**src/rtl/mouse_master_sm.sv**
```systemverilog
// mouse_master_sm: PS/2 mouse host controller; power-up handshake then 3-byte packet decode.
// Optional MOUSE_PKT_RESYNC_EN: header bit3 realignment plus inter-byte gap timeout.
module mouse_master_sm #(
   parameter int STARTUP_CYCLES = 5000000,
   parameter int TIMEOUT_CYCLES = 50000000,
   parameter int PKT_GAP_CYCLES = 100000
) (
   input  logic       CLK,
   input  logic       RESET,
   output logic       SEND_BYTE,
   output logic [7:0] BYTE_TO_SEND,
   input  logic       BYTE_SENT,
   output logic       READ_ENABLE,
   input  logic [7:0] BYTE_READ,
   input  logic [1:0] BYTE_ERROR_CODE,
   input  logic       BYTE_READY,
   output logic [7:0] MOUSE_STATUS,
   output logic [7:0] MOUSE_DX,
   output logic [7:0] MOUSE_DY,
   output logic       SEND_INTERRUPT,
   output logic       INIT_DONE,
   output logic [3:0] MASTER_STATE
);
   localparam int LIM_A = STARTUP_CYCLES > TIMEOUT_CYCLES ? STARTUP_CYCLES : TIMEOUT_CYCLES;
   localparam int LIM = LIM_A > PKT_GAP_CYCLES ? LIM_A : PKT_GAP_CYCLES;
   localparam logic [31:0] CNT_MAX = 32'(LIM - 1);
   localparam logic [31:0] STARTUP_LAST = 32'(STARTUP_CYCLES - 1);
   localparam logic [31:0] TIMEOUT_LAST = 32'(TIMEOUT_CYCLES - 1);
   typedef enum logic [3:0] {
      S_STARTUP, S_SEND_RESET, S_WAIT_RESET_SENT, S_WAIT_ACK1, S_WAIT_SELFTEST,
      S_WAIT_ID, S_SEND_ENABLE, S_WAIT_ENABLE_SENT, S_WAIT_ACK2, S_PKT1, S_PKT2,
      S_PKT3, S_PUBLISH
   } state_t;
   state_t      state_q, state_d;
   logic [31:0] cnt_q;
   logic [7:0]  stat_q, dx_q;
   logic        good, tmo, hdr_ok, gap;
   logic [7:0]  exp_b;
   assign good = BYTE_READY && BYTE_ERROR_CODE == 2'b00;
   assign tmo = cnt_q == TIMEOUT_LAST;
   assign exp_b = state_q == S_WAIT_SELFTEST ? 8'hAA : state_q == S_WAIT_ID ? 8'h00 : 8'hFA;
   assign MASTER_STATE = state_q;
`ifdef MOUSE_PKT_RESYNC_EN
   assign hdr_ok = BYTE_READ[3];
   assign gap = cnt_q == 32'(PKT_GAP_CYCLES - 1);
`else
   assign hdr_ok = 1'b1;
   assign gap = 1'b0;
`endif
   // Handshake states advance by +1 on success; any failure or timeout re-sends FF.
   always_comb begin
      state_d = state_q;
      case (state_q)
         S_STARTUP:         state_d = cnt_q == STARTUP_LAST ? S_SEND_RESET : state_q;
         S_SEND_RESET:      state_d = S_WAIT_RESET_SENT;
         S_SEND_ENABLE:     state_d = S_WAIT_ENABLE_SENT;
         S_WAIT_RESET_SENT,
         S_WAIT_ENABLE_SENT: state_d = BYTE_SENT ? state_t'(state_q + 4'd1) : tmo ? S_SEND_RESET : state_q;
         S_WAIT_ACK1, S_WAIT_SELFTEST, S_WAIT_ID, S_WAIT_ACK2:
            state_d = BYTE_READY ? (good && BYTE_READ == exp_b ? state_t'(state_q + 4'd1) : S_SEND_RESET)
                    : tmo ? S_SEND_RESET : state_q;
         S_PKT1:            state_d = good && hdr_ok ? S_PKT2 : S_PKT1;
         S_PKT2:            state_d = BYTE_READY ? (good ? S_PKT3 : S_PKT1) : gap ? S_PKT1 : state_q;
         S_PKT3:            state_d = BYTE_READY ? (good ? S_PUBLISH : S_PKT1) : gap ? S_PKT1 : state_q;
         S_PUBLISH:         state_d = S_PKT1;
         default:           state_d = S_STARTUP;
      endcase
   end
   always_ff @(posedge CLK) begin
      if (RESET) begin
         state_q        <= S_STARTUP;
         cnt_q          <= '0;
         stat_q         <= '0;
         dx_q           <= '0;
         SEND_BYTE      <= 1'b0;
         BYTE_TO_SEND   <= '0;
         READ_ENABLE    <= 1'b0;
         MOUSE_STATUS   <= '0;
         MOUSE_DX       <= '0;
         MOUSE_DY       <= '0;
         SEND_INTERRUPT <= 1'b0;
         INIT_DONE      <= 1'b0;
      end else begin
         state_q        <= state_d;
         cnt_q          <= state_d != state_q ? '0 : cnt_q == CNT_MAX ? cnt_q : cnt_q + 32'd1;
         SEND_BYTE      <= state_d == S_SEND_RESET || state_d == S_SEND_ENABLE;
         BYTE_TO_SEND   <= state_d == S_SEND_RESET ? 8'hFF : state_d == S_SEND_ENABLE ? 8'hF4 : BYTE_TO_SEND;
         READ_ENABLE    <= state_d inside {S_WAIT_ACK1, S_WAIT_SELFTEST, S_WAIT_ID, S_WAIT_ACK2,
                                           S_PKT1, S_PKT2, S_PKT3, S_PUBLISH};
         INIT_DONE      <= state_d >= S_PKT1;
         SEND_INTERRUPT <= state_d == S_PUBLISH;
         if (state_q == S_PKT1 && state_d == S_PKT2) stat_q <= BYTE_READ;
         if (state_q == S_PKT2 && state_d == S_PKT3) dx_q <= BYTE_READ;
         if (state_d == S_PUBLISH) begin
            MOUSE_STATUS <= stat_q;
            MOUSE_DX     <= dx_q;
            MOUSE_DY     <= BYTE_READ;
         end
      end
   end
endmodule

```
**config.mk**
```make
export PLATFORM = sky130hd
export DESIGN_NAME = mouse_master_sm
export DESIGN_NICKNAME = d
export VERILOG_FILES = /design/src/rtl/mouse_master_sm.sv
export SDC_FILE = /design/constraint.sdc
export NUM_CORES = 1
export LEC_CHECK = 0
export ABC_AREA = 1
export ABC_CLOCK_PERIOD_IN_PS = 2800
export CAP_MARGIN = 15
export CORE_ASPECT_RATIO = 0.7
export CORE_MARGIN = 4
export CORE_UTILIZATION = 35
export CTS_CLUSTER_DIAMETER = 80
export DETAILED_ROUTE_END_ITERATION = 7
export PLACE_DENSITY_LB_ADDON = 0.08
export SLEW_MARGIN = 25
export SYNTH_ARGS = -nofsm -noshare
export SYNTH_HDL_FRONTEND = slang
export SYNTH_SLANG_ARGS = --single-unit
```
**constraint.sdc**
```tcl
create_clock -name CLK -period 2.8 [get_ports CLK]
set_input_delay 0.56 -clock CLK [delete_from_list [all_inputs] [get_ports CLK]]
set_output_delay 0.56 -clock CLK [all_outputs]
set_load 0.005 [all_outputs]
```
==> results of run 1 <==
==> metal layers <==
metal	routed length [um]	global-route usage [%]	vias to the layer above	share of wire [%]
met4	93	3.455	0	0.80
met5	0	0	-	0
met1	6397	23.90	1846	55
li1	-	-	2193	-
met3	615	4.024	10	5.3
met2	4503	21.79	89	39
==> sequential cells by signal, indices dropped and copies added, names as in the netlist <==
name,cells
cnt_q,32
MOUSE_DX,8
MOUSE_DY,8
MOUSE_STATUS,8
dx_q,8
stat_q,8
MASTER_STATE,4
BYTE_TO_SEND,2
INIT_DONE,1
READ_ENABLE,1
SEND_BYTE,1
SEND_INTERRUPT,1
==> final timing paths <==
path / from / end / slack [ns]
min: MOUSE_DX[6] / MOUSE_DX[6] / 0.48
max: MASTER_STATE[2] / MOUSE_DY[0] / 0.25
min reg2reg: MOUSE_DX[6] / MOUSE_DX[6] / 0.48
max reg2reg: MASTER_STATE[2] / MOUSE_DY[0] / 0.25
==> logic make-up after synthesis <==
| kind of cell | after synthesis | share of synthesized area (%) |
|---|---|---|
| flops | 82 | 35.21 |
| xor+xnor | 32 | 6.012 |
| compound gates | 49 | 6.039 |
| buf+inv | 108 | 10.47 |
| fa+ha+maj | 5 | 1.342 |
| simple gates | 390 | 40.93 |
==> per-stage QoR <==
step,instances,worst slack (ns)
finish,904,0.2465
detailed placement,886,-0.03934
global route,904,0.01851
CTS,902,0.02556
global placement,886,-0.05950
floorplan,666,0.3893
==> power by group through the flow <==
stage | sequential [uW] | combinational (uW) | clock (uW)
finish | 1260 | 1560 | 1110
global route | 1270 | 1710 | 1190
CTS | 1260 | 1560 | 1150
detailed placement | 1280 | 1550 | 0
global placement | 1280 | 1560 | 0
floorplan | 1290 | 1090 | 0
==> critical path: cells and delay by family, from the launching register on <==
kind | cells | cell delay (ns)
simple gates | 9 | 1.06
buf+inv | 3 | 0.39
flops | 1 | 0.59
compound gates | 2 | 0.39
==> layout by cell type (no fill, tap or decap), types with 19 or more instances in the layout <==
cell type        Yosys  final
xor2_1              28     28
buf_4                6     26
nor2_1             147    143
nand3_1             37     36
inv_1               69     69
o21ai_1             19     19
dfxtp_1             82     81
nand2_1            129    129
nor2_4              33     33
clkdlybuf4s50_1      0     53
==> area by class of cell <==
type                            instances  area share [%]
Clock buffer                           10           3.926
Inverter                               85           5.557
Sequential cell                        82           28.17
Clock inverter                          6          0.8582
Multi-Input combinational cell        476           44.20
Timing Repair Buffer                   83           13.82
Tap cell                              162           3.476
==> what timing repair did <==
item                                   4_1_cts  5_1_grt
setup endpoints to repair                    0       74
buffers inserted                             0        2
endpoints found under the hold margin        0        0
gates resized for setup                      0       12
==> results.toml, run 1 <==
[cells_and_area]
nets = 756
area_growth_pct = 25.09
final_area_sq_um = 5832
drive_above_1_share_pct = 16.44
multiInputGateArea_sq_um = 2577
fillers = 1294
seq_area_sq_um = 1643
insertedDiodeCount = 0
fin_util_pct = 45.85

[sta]
setup_viol = 0
worst_pin_slew_ns = 0.5259
relSlewSlack_pct = 64.81
hold_viol = 0
fmax_mhz = 391.6
finalSetupTns_ns = 0
fin_crit_ns = 2.554
rsz0062_at_grt = "false"
slew_viol_final = 0
finalClockSkew_ns = 0.008761
hold_ws_ns = 0.4808
fin_crit_sh_pct = 91.20

[yosys]
yosysTopAreaCell = "dfxtp_1"
syn-mean-instance-area_sq_um = 7.000
ys_warn_count = 0
synthTopCellsByCount = "147 x nor2_1, 129 x nand2_1, 82 x dfxtp_1"
synth-seq-area-share_pct = 35.21
synth_cell_type_count = 36
synth_most_common_cell = "nor2_1"
syn-instance-count = 666
yosys_most_used_dff = "dfxtp_1"
yosysTopAreaCellShare_pct = 35.21
synthesis.nets = 685
synth-edff-count = 0
synthTopCellsByArea = "dfxtp_1 35%, nor2_1 12%, nand2_1 10%"
postSynthRegisterBits = 82
synth_area_sq_um = 4662
synth-async-reset-ratio_pct = 0

[routing]
viasPerCell = 4.577
initialDrtViolationCount = 253
first_pass_iters = 5
drc = 0
ant_nets = 0
avgRoutedWirePerCell_um = 12.84
num_vias = 4138
totalWireLength_mm = 11.61

[power_and_ir_drop]
p_leak_uw = 0.002279
switching_share_pct = 39.42
peakVddDrop_mv = 0.4450
combPwrFrac_pct = 39.7
power.density_nw_per_um2 = 672.8
power_uw = 3924
seqPwrFrac_pct = 32.1
p_switching_uw = 1547
clkPwrFrac_pct = 28.2
p_int_uw = 2377

[global_route]
grt_overflow_total = 0
antenna_found_initial = 0
grt_start_max_net_pins = 42
grt_use_total_pct = 15.62
grt_pass1_vias = 3934
grt_first_pass_wirelength_mm = 19.72

[critical_path]
worst_setup_path_end_kind = "register"
crit_path_max_incr_delay_ns = 0.59
arrival_ns = 2.78
crit_slowest_cell = "dfxtp_1"
path_max_fanout = 17
critPathRequiredTime_ns = 3.02
cp-start-kind = "register"
crit_type = "register to register"
worstPathCellList = "inv_2, nor2_4, nand3_1, a21oi_4, nand3_1, nand2_1, nand3_2, nand2_4, nand2_1, inv_2, nand2_4, buf_12, o21ai_1, nor2_1"
worst_r2r_path_depth = 14

[placed_design]
dpl-instance-area_sq_um = 5489
globalplace.congestion = 0.8871
port_buffers = 53
dp_hpwl_mm = 9.008

[job]
maxCapViolCount = 0

[hold_path]
hold_class = "register to register"
holdPathStages = 2

[clocking]
cts_buffers = 9
postCtsHoldBufs = 0
clock-root-buffer = "clkbuf_16"
cts_tree = "yes"
clk_latency_ns = 0.33
htree_num_levels = 3
clkSinkCount = 82
clkTransAtPathRegs_ns = 0.07
cts_buffer_depth = 2

[die]
coreArea_sq_um = 12720
die_h_um = 104.6
initial_core_util_pct = 36.65
die_area_sq_um = 15260
die_w_um = 145.9
std_cell_rows = 34
ioPinCount = 54

[run_status]
status = "finished, final reports clean"
No activity file was read; power rests on OpenSTA's default activity.
==> run 2, diff against run 1 <==
==> constraint.sdc (replaced) <==
create_clock -name CLK -period 2.8 [get_ports CLK]
set_input_delay 0.56 -clock CLK [delete_from_list [all_inputs] [get_ports CLK]]
set_output_delay 0.56 -clock CLK [all_outputs]
set_load 0.1 [all_outputs]
==> run 2 against run 1 <==
  * Cell area is 0.43% higher
  * Clock-buffer cell count stayed put
  * Clock power is 20% higher
  * Setup slack worse by 0.078 ns
  * Utilization is 0.20 points higher
  * Wire length is 2.1% higher
  * Sequential cell count stayed put
  * Global-route usage is 0.64 points higher
  * Fmax is 3.0% lower
  * Via count is 1.7% higher
  * First-iteration DRC count is 13% higher
  * Critical path type unchanged
  * Largest power group unchanged
==> results.toml, run 2 (same netlist as run 1, synthesis figures left out) <==
[critical_path]
cp-start-kind = "register"
rrSetupSlack_ns = 0.17
crit_type = "register to register"
critPathRequiredTime_ns = 3.03
worst_setup_path_end_kind = "register"
arrival_ns = 2.86
path_max_fanout = 18

[global_route]
grt_start_max_net_pins = 42
grt_use_total_pct = 16.26
grt_overflow_total = 0
antenna_found_initial = 0
grt_pass1_vias = 3947
grt_first_pass_wirelength_mm = 20.42

[power_and_ir_drop]
p_leak_uw = 0.002444
p_switching_uw = 2107
power.density_nw_per_um2 = 811.4
combPwrFrac_pct = 45.4
clkPwrFrac_pct = 27.9
seqPwrFrac_pct = 26.6
p_int_uw = 2646
switching_share_pct = 44.33
peakVddDrop_mv = 1.101

[die]
die_w_um = 145.9
std_cell_rows = 34
coreArea_sq_um = 12720
die_h_um = 104.6
ioPinCount = 54
initial_core_util_pct = 36.65
die_area_sq_um = 15260

[placed_design]
placed_cells = 897
dp_hpwl_mm = 9.250
globalplace.congestion = 0.9383
port_buffers = 53
pre_cts_slack_ns = -0.05091

[cells_and_area]
layout_common_cells = "144 x nor2_1, 128 x nand2_1, 80 x dfxtp_1"
drive_above_1_share_pct = 22.77
nets = 765
insertedDiodeCount = 0
area_growth_pct = 25.63
top_register = "cnt_q"
layout_commonest_cell = "nor2_1"
fin_cells = 913
largest_register_ffs = 32

[sta]
fmax_mhz = 379.9
rsz0062_at_grt = "false"
finalClockSkew_ns = 0.01084
fin_crit_ns = 2.632
fin_crit_sh_pct = 94.00
worst_pin_slew_ns = 0.5475
fin_ws_ns = 0.1680
hold_viol = 0
relSlewSlack_pct = 63.17
setup_viol = 0
slew_viol_final = 0

[routing]
ant_nets = 0
drc = 0
viasPerCell = 4.608
initialDrtViolationCount = 286
avgRoutedWirePerCell_um = 12.98
num_vias = 4207
first_pass_iters = 5
totalWireLength_mm = 11.85

[job]
maxCapViolCount = 0

[clocking]
clock-root-buffer = "clkbuf_16"
postCtsHoldBufs = 0
cts_buffers = 9
cts_buffer_depth = 2
clkTransAtPathRegs_ns = 0.06
cts_setup_buffers = 0
clk_latency_ns = 0.34
post_cts_resized = 0
htree_num_levels = 3
clkSinkCount = 82
cts_tree = "yes"

[hold_path]
hold_class = "register to register"

[run_status]
status = "finished, final reports clean"
[run 2: metrics by stage]
| step | power (uW) | hold WS (ns) | utilization, % | cell area [sq um] | TNS, ns |
|---|---|---|---|---|---|
| detailed placement | 3457 | 0.4733 | 43.23 | 5499 | -0.1920 |
| finish | 4752 | 0.4868 | 46.05 | 5857 | 0 |
| floorplan | 2902 | 0.4490 | - | 4664 | 0 |
| global placement | 3463 | 0.4695 | 43.23 | 5499 | -1.288 |
| global route | 4990 | 0.4950 | 46.05 | 5857 | 0 |
| CTS | 4802 | 0.4874 | 45.87 | 5834 | 0 |
[run 2: layout make-up]
type	count	area (sq um)
Multi-Input combinational cell	476	2552
Clock buffer	10	239.0
Inverter	85	324.1
Fill cell	1302	6863
Sequential cell	82	1644
Timing Repair Buffer	92	798.3
Tap cell	162	202.7
Clock inverter	6	96.34
[run 2: power by group through the flow]
stage                     Sequential (uW)  Clock, uW  Combinational (uW)
final                                1270       1330                2160
after global routing                 1270       1410                2300
after CTS                            1270       1360                2170
after detailed placement             1290          0                2170
after global placement               1290          0                2170
after floorplan                      1530          0                1380
[run 2: worst paths after layout]
| check | startpoint | end | cells after the start |
|---|---|---|---|
| min | MOUSE_DY[4] | MOUSE_DY[4] | 2 |
| max | MASTER_STATE[0] | MOUSE_STATUS[6] | 13 |
| max reg2reg | MASTER_STATE[0] | MOUSE_STATUS[6] | 13 |
| min reg2reg | MOUSE_DY[4] | MOUSE_DY[4] | 2 |
[run 2: critical path, cell delays in order (launching register included)]
cell	delay, ns
dfxtp_2	0.40
inv_1	0.07
ha_1	0.25
inv_1	0.11
nand2_1	0.10
nand2_1	0.14
o221ai_1	0.25
nand3_1	0.23
nand3_1	0.20
nor2_2	0.22
nand2_4	0.13
buf_12	0.18
o21ai_1	0.16
nor2_1	0.06
[run 2: metal layers]
layer  track usage [%]  wire length [um]  vias up
met4             4.268               135        0
li1                  -                 -     2210
met1             25.44              6422     1870
met2             21.19              4447      113
met5                 0                 0        -
met3             4.803               847       14
